--- src/rtl/uart_tx_feeder.sv ---
// Byte FIFO plus launch sequencer in front of the UART transmitter.
// Launches one byte per frame over the din/wr_en/busy handshake, with a start timeout.
module uart_tx_feeder #(
    parameter int DEPTH_LOG2    = 4,
    parameter int START_TIMEOUT = 1023
) (
    input  logic                  i_system_clk,
    input  logic                  i_reset,
    input  logic [7:0]            i_wr_data,
    input  logic                  i_wr_valid,
    output logic                  o_wr_ready,
    output logic [DEPTH_LOG2:0]   o_level,
    output logic                  o_empty,
    output logic                  o_idle,
    input  logic                  i_clr_flags,
    output logic                  o_overflow,
    output logic                  o_stall_err,
    output logic [7:0]            o_tx_din,
    output logic                  o_tx_wr_en,
    input  logic                  i_tx_busy
);

    localparam int DEPTH = 1 << DEPTH_LOG2;
    localparam int CW    = $clog2(START_TIMEOUT + 1);
    localparam logic [DEPTH_LOG2:0] LEVEL_FULL = (DEPTH_LOG2 + 1)'(DEPTH);
    localparam logic [CW-1:0]       CNT_TC     = CW'(START_TIMEOUT - 1);
    localparam logic [CW-1:0]       CNT_MAX    = CW'(START_TIMEOUT);

    typedef enum logic [1:0] {S_IDLE, S_WAIT_BUSY, S_WAIT_DONE} state_t;

    state_t                r_state;
    state_t                w_state_nxt;
    logic [7:0]            r_mem [DEPTH];
    logic [DEPTH_LOG2-1:0] r_wr_ptr;
    logic [DEPTH_LOG2-1:0] r_rd_ptr;
    logic [DEPTH_LOG2:0]   r_level;
    logic [CW-1:0]         r_cnt;
    logic [7:0]            r_tx_din;
    logic                  r_tx_wr_en;
    logic                  r_overflow;
    logic                  r_stall_err;

    logic w_full;
    logic w_empty;
    logic w_push;
    logic w_pop;
    logic w_ovf_set;
    logic w_stall_set;
    logic w_cnt_inc;

    assign w_full     = (r_level == LEVEL_FULL);
    assign w_empty    = (r_level == '0);
    // Refusal depends only on registered fullness, so a same-cycle pop never frees a slot.
    assign w_push     = i_wr_valid && !w_full;
    assign w_ovf_set  = i_wr_valid && w_full;

    assign o_wr_ready  = !w_full;
    assign o_level     = r_level;
    assign o_empty     = w_empty;
    assign o_idle      = w_empty && (r_state == S_IDLE);
    assign o_overflow  = r_overflow;
    assign o_stall_err = r_stall_err;
    assign o_tx_din    = r_tx_din;
    assign o_tx_wr_en  = r_tx_wr_en;

    always_ff @(posedge i_system_clk) begin
        if (!i_reset) r_state <= S_IDLE;
        else          r_state <= w_state_nxt;
    end

    always_comb begin
        w_state_nxt = r_state;
        case (r_state)
            S_IDLE:      if (!w_empty && !i_tx_busy) w_state_nxt = S_WAIT_BUSY;
            S_WAIT_BUSY: begin
                if (i_tx_busy)             w_state_nxt = S_WAIT_DONE;
                else if (r_cnt >= CNT_TC)  w_state_nxt = S_IDLE;
            end
            S_WAIT_DONE: if (!i_tx_busy) w_state_nxt = S_IDLE;
            default:     w_state_nxt = S_IDLE;
        endcase
    end

    always_comb begin
        w_pop       = 1'b0;
        w_stall_set = 1'b0;
        w_cnt_inc   = 1'b0;
        case (r_state)
            S_IDLE:      w_pop = !w_empty && !i_tx_busy;
            S_WAIT_BUSY: begin
                w_cnt_inc   = !i_tx_busy;
                w_stall_set = !i_tx_busy && (r_cnt >= CNT_TC);
            end
            default: ;
        endcase
    end

    always_ff @(posedge i_system_clk) begin
        if (w_push) r_mem[r_wr_ptr] <= i_wr_data;
    end

    always_ff @(posedge i_system_clk) begin
        if (!i_reset) begin
            r_wr_ptr <= '0;
            r_rd_ptr <= '0;
            r_level  <= '0;
        end else begin
            if (w_push) r_wr_ptr <= r_wr_ptr + 1'b1;
            if (w_pop)  r_rd_ptr <= r_rd_ptr + 1'b1;
            case ({w_push, w_pop})
                2'b10:   r_level <= r_level + 1'b1;
                2'b01:   r_level <= r_level - 1'b1;
                default: r_level <= r_level;
            endcase
        end
    end

    // Counter saturates at START_TIMEOUT; the compare fires one count early so the flag lands on it.
    always_ff @(posedge i_system_clk) begin
        if (!i_reset)                          r_cnt <= '0;
        else if (w_pop)                        r_cnt <= '0;
        else if (w_cnt_inc && r_cnt != CNT_MAX) r_cnt <= r_cnt + CW'(1);
    end

    always_ff @(posedge i_system_clk) begin
        if (!i_reset) begin
            r_tx_din    <= 8'h00;
            r_tx_wr_en  <= 1'b0;
            r_overflow  <= 1'b0;
            r_stall_err <= 1'b0;
        end else begin
            r_tx_wr_en <= w_pop;
            if (w_pop) r_tx_din <= r_mem[r_rd_ptr];
            if (w_ovf_set)        r_overflow <= 1'b1;
            else if (i_clr_flags) r_overflow <= 1'b0;
            if (w_stall_set)      r_stall_err <= 1'b1;
            else if (i_clr_flags) r_stall_err <= 1'b0;
        end
    end

endmodule

--- config.mk ---
export PLATFORM = sky130hd
export DESIGN_NAME = uart_tx_feeder
export DESIGN_NICKNAME = d
export VERILOG_FILES = /design/src/rtl/uart_tx_feeder.sv
export SDC_FILE = /design/constraint.sdc
export NUM_CORES = 1
export LEC_CHECK = 0
export CORE_ASPECT_RATIO = 0.5
export CORE_MARGIN = 2
export CORE_UTILIZATION = 29
export DETAILED_ROUTE_END_ITERATION = 16
export PLACE_DENSITY = 0.46
export SYNTH_ARGS = -nofsm -noshare
export SYNTH_HDL_FRONTEND = slang
export SYNTH_SLANG_ARGS = --single-unit
--- constraint.sdc ---
create_clock -name i_system_clk -period 3.7 [get_ports i_system_clk]
set_clock_uncertainty 0.1 [all_clocks]
set_input_delay 0.555 -clock i_system_clk [delete_from_list [all_inputs] [get_ports i_system_clk]]
set_output_delay 0.555 -clock i_system_clk [all_outputs]
set_load 0.01 [all_outputs]
After elaboration in Yosys (flattened, before gate mapping)
Memories as Yosys holds them, arrays and structs flattened. A register that Yosys moved wholly into a read port is not among the register bits.
Index checks and enable logic that the tools add are counted.

cells by class
  add/subtract/negate cells = 5
  multiply operators = 0
  divide/modulo/power cells = 0
  $lt $le $gt $ge = 1
  equal/unequal tests = 9
  shift operators = 0
  mux-type cells = 14
  bitwise gates (word level) = 1
  reductions and logical operators = 17

operators by type and width
  cell                     number
  $add A10 B1 Y10 const B  1
  $ge A10 B10 Y1 const B   1
  $ne A10 B10 Y1 const B   1
  $pmux W5 S2              1
  $add A4 B1 Y4 const B    2
  $mux W1                  8
  $mux W2                  4
  $logic_and A1 B1 Y1      6
  $pmux W2 S3              1
  $reduce_bool A2 Y1       3
  $add A5 B1 Y5 const B    1
  $eq A5 B5 Y1 const B     1
  $logic_not A5 Y1         1
  $sub A5 B1 Y5 const B    1
  $eq A2 B1 Y1 const B     2
  $eq A2 B2 Y1 const B     2
  $logic_not A1 Y1         4
  $ne A3 B3 Y1 const B     1
  $reduce_and A3 Y1        1
  $logic_not A2 Y1         1
  $ne A2 B1 Y1 const B     1
  $ne A2 B2 Y1 const B     1
  $reduce_or A2 Y1         1
  $not A1 Y1               1

storage, ports and cells
  register bits after elaboration = 28
  bits in latches = 0
  bits in writable memories = 128
  bits in read-only memories = 0
  input bits = 13
  word-level logic and storage cells = 56
  memories kept = 1

memories
  memory  depth  width  rd ports  clocked after Yosys merged registers in  write ports  RTL line  source
  r_mem   16     8      1         1                                        1            33        logic [7:0] r_mem [DEPTH];

Logic depth before layout (Yosys ltp)
Gate-level depths: netlist (run 1).

  depth after elaboration = 6
  depth in mapped cells = 13

Worst setup path after synthesis (run 1)
Ideal clock, no wire load.

  path kind = register -> register
  start point = register r_level[1], in the netlist o_level[1]
  end point = register r_level[2], in the netlist o_level[2]
  library setup time = 0.070 ns
  data arrival time = 2.783 ns
  required time = 3.530 ns
  path slack = 0.747 ns
  stages on the path, launching flop included = 14
  buffers on the path = 3
  period minus slack after synthesis = 2.953 ns
  path through = dfxtp_1 -> buf_6 -> or4_4 -> buf_6 -> o21ai_4 -> inv_2 -> ha_1 -> clkbuf_1 -> xor2_1 -> ha_1 -> a21oi_1 -> xor2_1 -> or3_1 -> a21oi_1

on the way
  cells in the longest elaborated chain, start to end = 6

RTL lines
  element                                            RTL line  source
  start: declaration                                 36        logic [DEPTH_LOG2:0] r_level;
  start signal: assignment                           111       2'b10: r_level <= r_level + 1'b1;
  start signal: assignment                           112       2'b01: r_level <= r_level - 1'b1;
  start signal: assignment                           113       default: r_level <= r_level;
  $logic_not A5 Y1 *                                 52        assign w_empty = (r_level == '0);
  $logic_not A1 Y1 *                                 89        S_IDLE: w_pop = !w_empty && !i_tx_busy;
  $logic_and A1 B1 Y1 *                              89
  $mux W1 *                                          88        case (r_state)
  via w_pop                                          46        logic w_pop;
  $eq A2 B1 Y1 or $eq A2 B2 Y1 (tied branches)       110       case ({w_push, w_pop})
  $pmux W5 S2 or $reduce_bool A2 Y1 (tied branches)  n/a

Mark *: on every way through the listed nets, which the timed path passes. The rest lies on a longest branch.
A chain may end at the register's enable or synchronous reset.

Final worst setup path (run 1)
  start point = register r_level[1], in the netlist o_level[1]
  end point = register r_level[4], in the netlist o_level[4]

on the way
  cells in the longest elaborated chain, start to end = 6

RTL lines
  element                                            RTL line
  $logic_not A5 Y1                                   52
  $logic_not A1 Y1                                   89
  $logic_and A1 B1 Y1                                89
  $mux W1                                            88
  $eq A2 B1 Y1 or $eq A2 B2 Y1 (tied branches)       110
  $pmux W5 S2 or $reduce_bool A2 Y1 (tied branches)  n/a

Parallel ways exist; a longest one is shown, timed or not.

==> results of run 1 <==
flip-flops by register name, summed over array words and instances, names as in the netlist:
name,cells
r_cnt,10
o_tx_din,8
r_wr_ptr,4
r_state,2
o_level,5
r_mem,128
o_overflow,1
r_rd_ptr,4
o_stall_err,1
o_tx_wr_en,1
layout make-up:
cell class | instances | area (sq um)
Clock buffer | 17 | 425
Multi-Input combinational cell | 222 | 2010
Clock inverter | 15 | 198
Fill cell | 2192 | 14700
Timing Repair Buffer | 54 | 483
Tap cell | 307 | 384
Inverter | 10 | 37.5
Sequential cell | 164 | 4570
report_power, final:
group | switching [uW] | internal, uW
Clock | 785 | 1080
Combinational | 561 | 532
Sequential | 163 | 2110
path summary, 6_finish.rpt:
path / startpoint / end / slack (ns) / cells after the start
setup reg to reg: o_level[1] / o_level[4] / 0.72 / 10
hold / removal: r_cnt[9] / r_cnt[9] / 0.37 / 1
setup / recovery: o_level[1] / o_level[4] / 0.72 / 10
hold reg to reg: r_cnt[9] / r_cnt[9] / 0.37 / 1
through the flow:
stage / power (uW) / setup slack, ns / hold WS [ns]
floorplan: 3020 / 0.747 / 0.337
global placement: 3420 / 0.417 / 0.369
detailed placement: 3430 / 0.364 / 0.360
CTS: 5310 / 0.712 / 0.370
global route: 5500 / 0.439 / 0.390
finish: 5240 / 0.724 / 0.374
kinds of logic (layout without fill, tap and decap cells):
group	Yosys count	in the layout	share of synthesized area
AOI/OAI and AO/OA	49	49	0.0529
xor gates and xnor gates	11	11	0.0143
adders and majority gates	11	11	0.0204
buffers and inverters	33	96	0.0239
DFF	164	164	0.677
muxes	50	50	0.134
and+or+nand+nor	101	101	0.0776
placed cells by master, fill, tap and decap left out, types with 4 or more instances in the layout:
master	netlist	final
edfxtp_1	128	128
dfxtp_1	36	35
nor2_1	32	32
mux4_2	32	32
clkdlybuf4s50_1	0	31
buf_4	0	23
mux2i_1	18	18
nand3_1	17	17
clkbuf_16	0	17
a21oi_1	13	13
nand2_1	11	11
ha_1	11	11
nor3_1	9	9
inv_1	9	9
xor2_1	9	9
or3_1	8	8
o221ai_1	8	8
o21ai_0	7	7
nand2b_1	4	4
nand4_1	4	4
metal layers:
layer | up-vias | track usage | share of wire
met5 | - | 0 | 0
met4 | 0 | 0.0403 | 0.0099
met3 | 10 | 0.0333 | 0.038
met2 | 54 | 0.195 | 0.46
met1 | 1939 | 0.176 | 0.49
li1 | 1747 | - | -
==> results.json, run 1 <==
{
  "utilization": 0.355,
  "die_w_microns": 220,
  "hold_class": "reg2reg",
  "cts_setup_buffers": 0,
  "grt_pass1_wl_mm": 22.7,
  "clock_path_buffers": 2,
  "avgViaCountPerCell": 4.75,
  "gp_congestion": 0.732,
  "portBuffers": 31,
  "placementRows": 39,
  "async_flop_share": 0,
  "drive_above_1_share": 0.203,
  "track_usage": 0.127,
  "path_max_fanout": 10,
  "dpl.cell_count": 757,
  "cpLargestDelayFamily": "simple AND/OR/NAND/NOR gates",
  "holdBufCountCts": 0,
  "synth_edf_count": 128,
  "vdd_drop_max_mv": 0.391,
  "placed_area_sq_mm": 0.00748,
  "synth.most_common_cell": "edfxtp_1",
  "syn_area_per_cell_sq_um": 16.1,
  "tightestPinTransition_ns": 1.10,
  "finalHoldViolCount": 0,
  "crit_arrival_ns": 3.24,
  "fin_crit_sh": 0.804,
  "post-route-min-period_ns": 2.98,
  "tritoncts": "done",
  "crit_top_cell": "ha_1",
  "relSlewSlack": 0.264,
  "critPathMaxStageDelay_ns": 0.58,
  "synth.net_count": 443,
  "grt_antenna_before_repair": 0,
  "yosysWarnings": 0,
  "crit_path_cell_trace": "nor4_1 > a21boi_1 > buf_4 > inv_1 > ha_1 > ha_1 > or4b_2 > a21oi_1 > a41oi_1 > nand3_1",
  "dieHeight_microns": 112,
  "status": "complete, no violations",
  "grt_max_degree": 36,
  "synth_common_cells": "128 x edfxtp_1, 36 x dfxtp_1, 32 x mux4_2, 32 x nor2_1, 18 x mux2i_1",
  "setup_viol": 0,
  "stdcell_area_sq_mm": 0.00811,
  "insertedDiodeCount": 0,
  "first_iter_violations": 241,
  "netlist_instances": 419,
  "syn_area_sq_mm": 0.00674,
  "post_synth_num_cell_types": 51,
  "drt_drc_violations_left": 0,
  "start_util": 0.295,
  "yosysTopAreaCellShare": 0.570,
  "coreArea_sq_mm": 0.0228,
  "cp-end-kind": "flip-flop",
  "root_buffer": "clkbuf_16",
  "finalNonFillerCells": 789,
  "cp_slowest_cell": "or4b_2",
  "post_cts_resized": 0,
  "ant_nets": 0,
  "synth-seq-cells": 164,
  "final_net_count": 493,
  "ys.flop_type": "edfxtp_1",
  "synth.area.top_cells": "edfxtp_1 57%, dfxtp_1 11%, mux4_2 11%, mux2i_1 2.7%, ha_1 2.0%",
  "first_pass_iters": 6,
  "io_pins": 32,
  "tns_ns": 0,
  "area_delta_synth_final_pct": 20.3,
  "wire_per_inst_microns": 18.4,
  "grt_overflow": 0,
  "vias": 3750,
  "max_cap_viol_count": 0,
  "yosysTopAreaCell": "edfxtp_1",
  "power.density_mw_per_mm2": 646,
  "cp.buffers_inverters": 2,
  "rsz0062_at_grt": "no",
  "totalWireLength_mm": 14.5,
  "clock-sinks": 164,
  "clock_latency_ns": 0.43,
  "hpwl_mm": 9.03,
  "required_ns": 3.97,
  "clkTransAtPathRegs_ns": 0.07,
  "grt_pass1_vias": 3770,
  "htree_levels": 4,
  "max_freq_mhz": 336,
  "drv_slew": 0,
  "p_leak_uw": 0.00257,
  "numCtsBuffers": 17,
  "crit_type": "reg2reg",
  "seq_area_frac_synth": 0.677,
  "die-area_sq_mm": 0.0246,
  "critPathLaunchType": "flip-flop"
}
Power figures use the tool's default switching activity.
==> inputs of run 2 (changes only) <==
Settings changed: PLACE_DENSITY 0.46 to 0.48.
Clock period 3.7 ns to 2.7 ns, I/O delays scaled along.
==> run 2 against run 1 <==
Critical endpoint is now o_level[2]. Design area up 2.8%. Wire length up 3.4%. Clock power is 39% higher. Die area is the same. Core utilization is 0.98 points higher.
==> results.json, run 2 (same netlist as run 1, synthesis figures left out) <==
{
  "status": "complete, no violations",
  "vdd_drop_max_mv": 0.465,
  "power.total_uw": 7460,
  "track_usage": 0.130,
  "portBuffers": 31,
  "relSlewSlack": 0.395,
  "start_util": 0.295,
  "grt_antenna_before_repair": 0,
  "tritoncts": "done",
  "grt_pass1_vias": 3925,
  "seq_area_sq_mm": 0.00457,
  "cp-end-kind": "flip-flop",
  "path_max_fanout": 6,
  "critPathMaxStageDelay_ns": 0.61,
  "p_leak_uw": 0.00269,
  "grt_pass1_wl_mm": 23.2,
  "multiInputGateArea_sq_mm": 0.00207,
  "drv_slew": 0,
  "clkTransAtPathRegs_ns": 0.07,
  "insertedDiodeCount": 0,
  "crit_type": "reg2reg",
  "ant_nets": 0,
  "cts_setup_buffers": 0,
  "drt_drc_violations_left": 0,
  "hold_class": "reg2reg",
  "first_pass_iters": 4,
  "max_cap_viol_count": 0,
  "finalHoldViolCount": 0,
  "hold_ws_ns": 0.387,
  "hpwl_mm": 9.48,
  "area_delta_synth_final_pct": 23.6,
  "power.density_mw_per_mm2": 895,
  "final_net_count": 510,
  "wire_per_inst_microns": 18.6,
  "tightestPinTransition_ns": 0.904,
  "placementRows": 39,
  "dieHeight_microns": 112,
  "root_buffer": "clkbuf_16",
  "max_freq_mhz": 393,
  "post-route-min-period_ns": 2.55,
  "die_w_microns": 220,
  "layout_common_cells": "128 x edfxtp_1, 38 x buf_4, 34 x dfxtp_1",
  "required_ns": 2.96,
  "setup_viol": 0,
  "cp.buffers_inverters": 1,
  "grt_overflow": 0,
  "drive_above_1_share": 0.248,
  "nFillCells": 2164,
  "clock_path_buffers": 2,
  "coreArea_sq_mm": 0.0228,
  "cp_slowest_cell": "or4_4",
  "grt_max_degree": 36,
  "cpLargestDelayFamily": "simple AND/OR/NAND/NOR gates",
  "clock_latency_ns": 0.43,
  "final_common_cell": "edfxtp_1",
  "numCtsBuffers": 17,
  "totalWireLength_mm": 15.0,
  "top_register": "r_mem",
  "clock-sinks": 164,
  "finalNonFillerCells": 806,
  "htree_levels": 4,
  "largest_reg_flops": 128,
  "crit_path_cell_trace": "or4_4 > o21ai_4 > inv_4 > ha_4 > xor2_1 > ha_2 > a21oi_2 > xor2_1 > or3_1 > a21oi_1",
  "dpl.cell_count": 774,
  "critPathLaunchType": "flip-flop",
  "crit_top_cell": "xor2_1",
  "io_pins": 32,
  "vias": 3824,
  "gp_congestion": 0.749,
  "fin_crit_sh": 0.943,
  "first_iter_violations": 252,
  "crit_arrival_ns": 2.81,
  "rsz0062_at_grt": "no",
  "avgViaCountPerCell": 4.74,
  "die-area_sq_mm": 0.0246
}
[run 2: changes by cell type in the layout (fill, tap and decap cells not counted), sizes merged]
cell,change
dlygate4sd2,+1
clkinvlp,-2
clkbuf,+2
clkdlybuf4s50,-1
buf,+17
[run 2: worst paths after layout]
kind                            cells after the start       start         end  slack, ns
worst max-delay path                               10  o_level[0]  o_level[2]       0.15
worst min-delay path                                1    r_cnt[9]    r_cnt[9]       0.39
worst max register to register                     10  o_level[0]  o_level[2]       0.15
worst min register to register                      1    r_cnt[9]    r_cnt[9]       0.39
[run 2: layout make-up]
type	count	area share
sequential	164	0.548
multi-input combinational	222	0.248
timing repair buffer	71	0.0761
clock buffer	19	0.0544
tap	307	0.0461
clock inverter	13	0.0224
inverter	10	0.00481
[run 2: worst reg2reg max path, delay by kind of cell, from the launching register on]
family | cells | cell delay [ns]
and+or+nand+nor | 2 | 0.92
adders and majority gates | 2 | 0.41
DFF | 1 | 0.31
buffers and inverters | 1 | 0.07
xor gates and xnor gates | 2 | 0.31
AOI/OAI and AO/OA | 3 | 0.38
[run 2: per-stage QoR]
stage | util | setup WS, ns | area, sq um | TNS (ns)
finish | 0.365 | 0.153 | 8330 | 0
global route | 0.365 | 0.0152 | 8330 | 0
CTS | 0.365 | 0.0893 | 8330 | 0
detailed placement | 0.337 | 0.0206 | 7690 | 0
global placement | 0.337 | 0.0814 | 7690 | 0
floorplan | - | -0.130 | 6820 | -0.269
[run 2: per-layer routing]
metal  up-vias  GRT usage  part of all wire
met1      1965      0.181              0.48
li1       1782          -                 -
met5         -          0                 0
met4         0     0.0345            0.0082
met2        66      0.199              0.46
met3        11     0.0391             0.050
[run 2: power breakdown]
group	total [uW]	leakage (uW)	internal [uW]	switching [uW]
clock	2600	0.000312	1540	1060
sequential	3000	0.00145	2890	110
combinational	1850	0.000924	882	967
[run 2: repair_timing]
action | 4_1_cts | 5_1_grt
gates resized for setup | 1 | 1
setup endpoints to repair | 1 | 3
hold buffers | 0 | 0
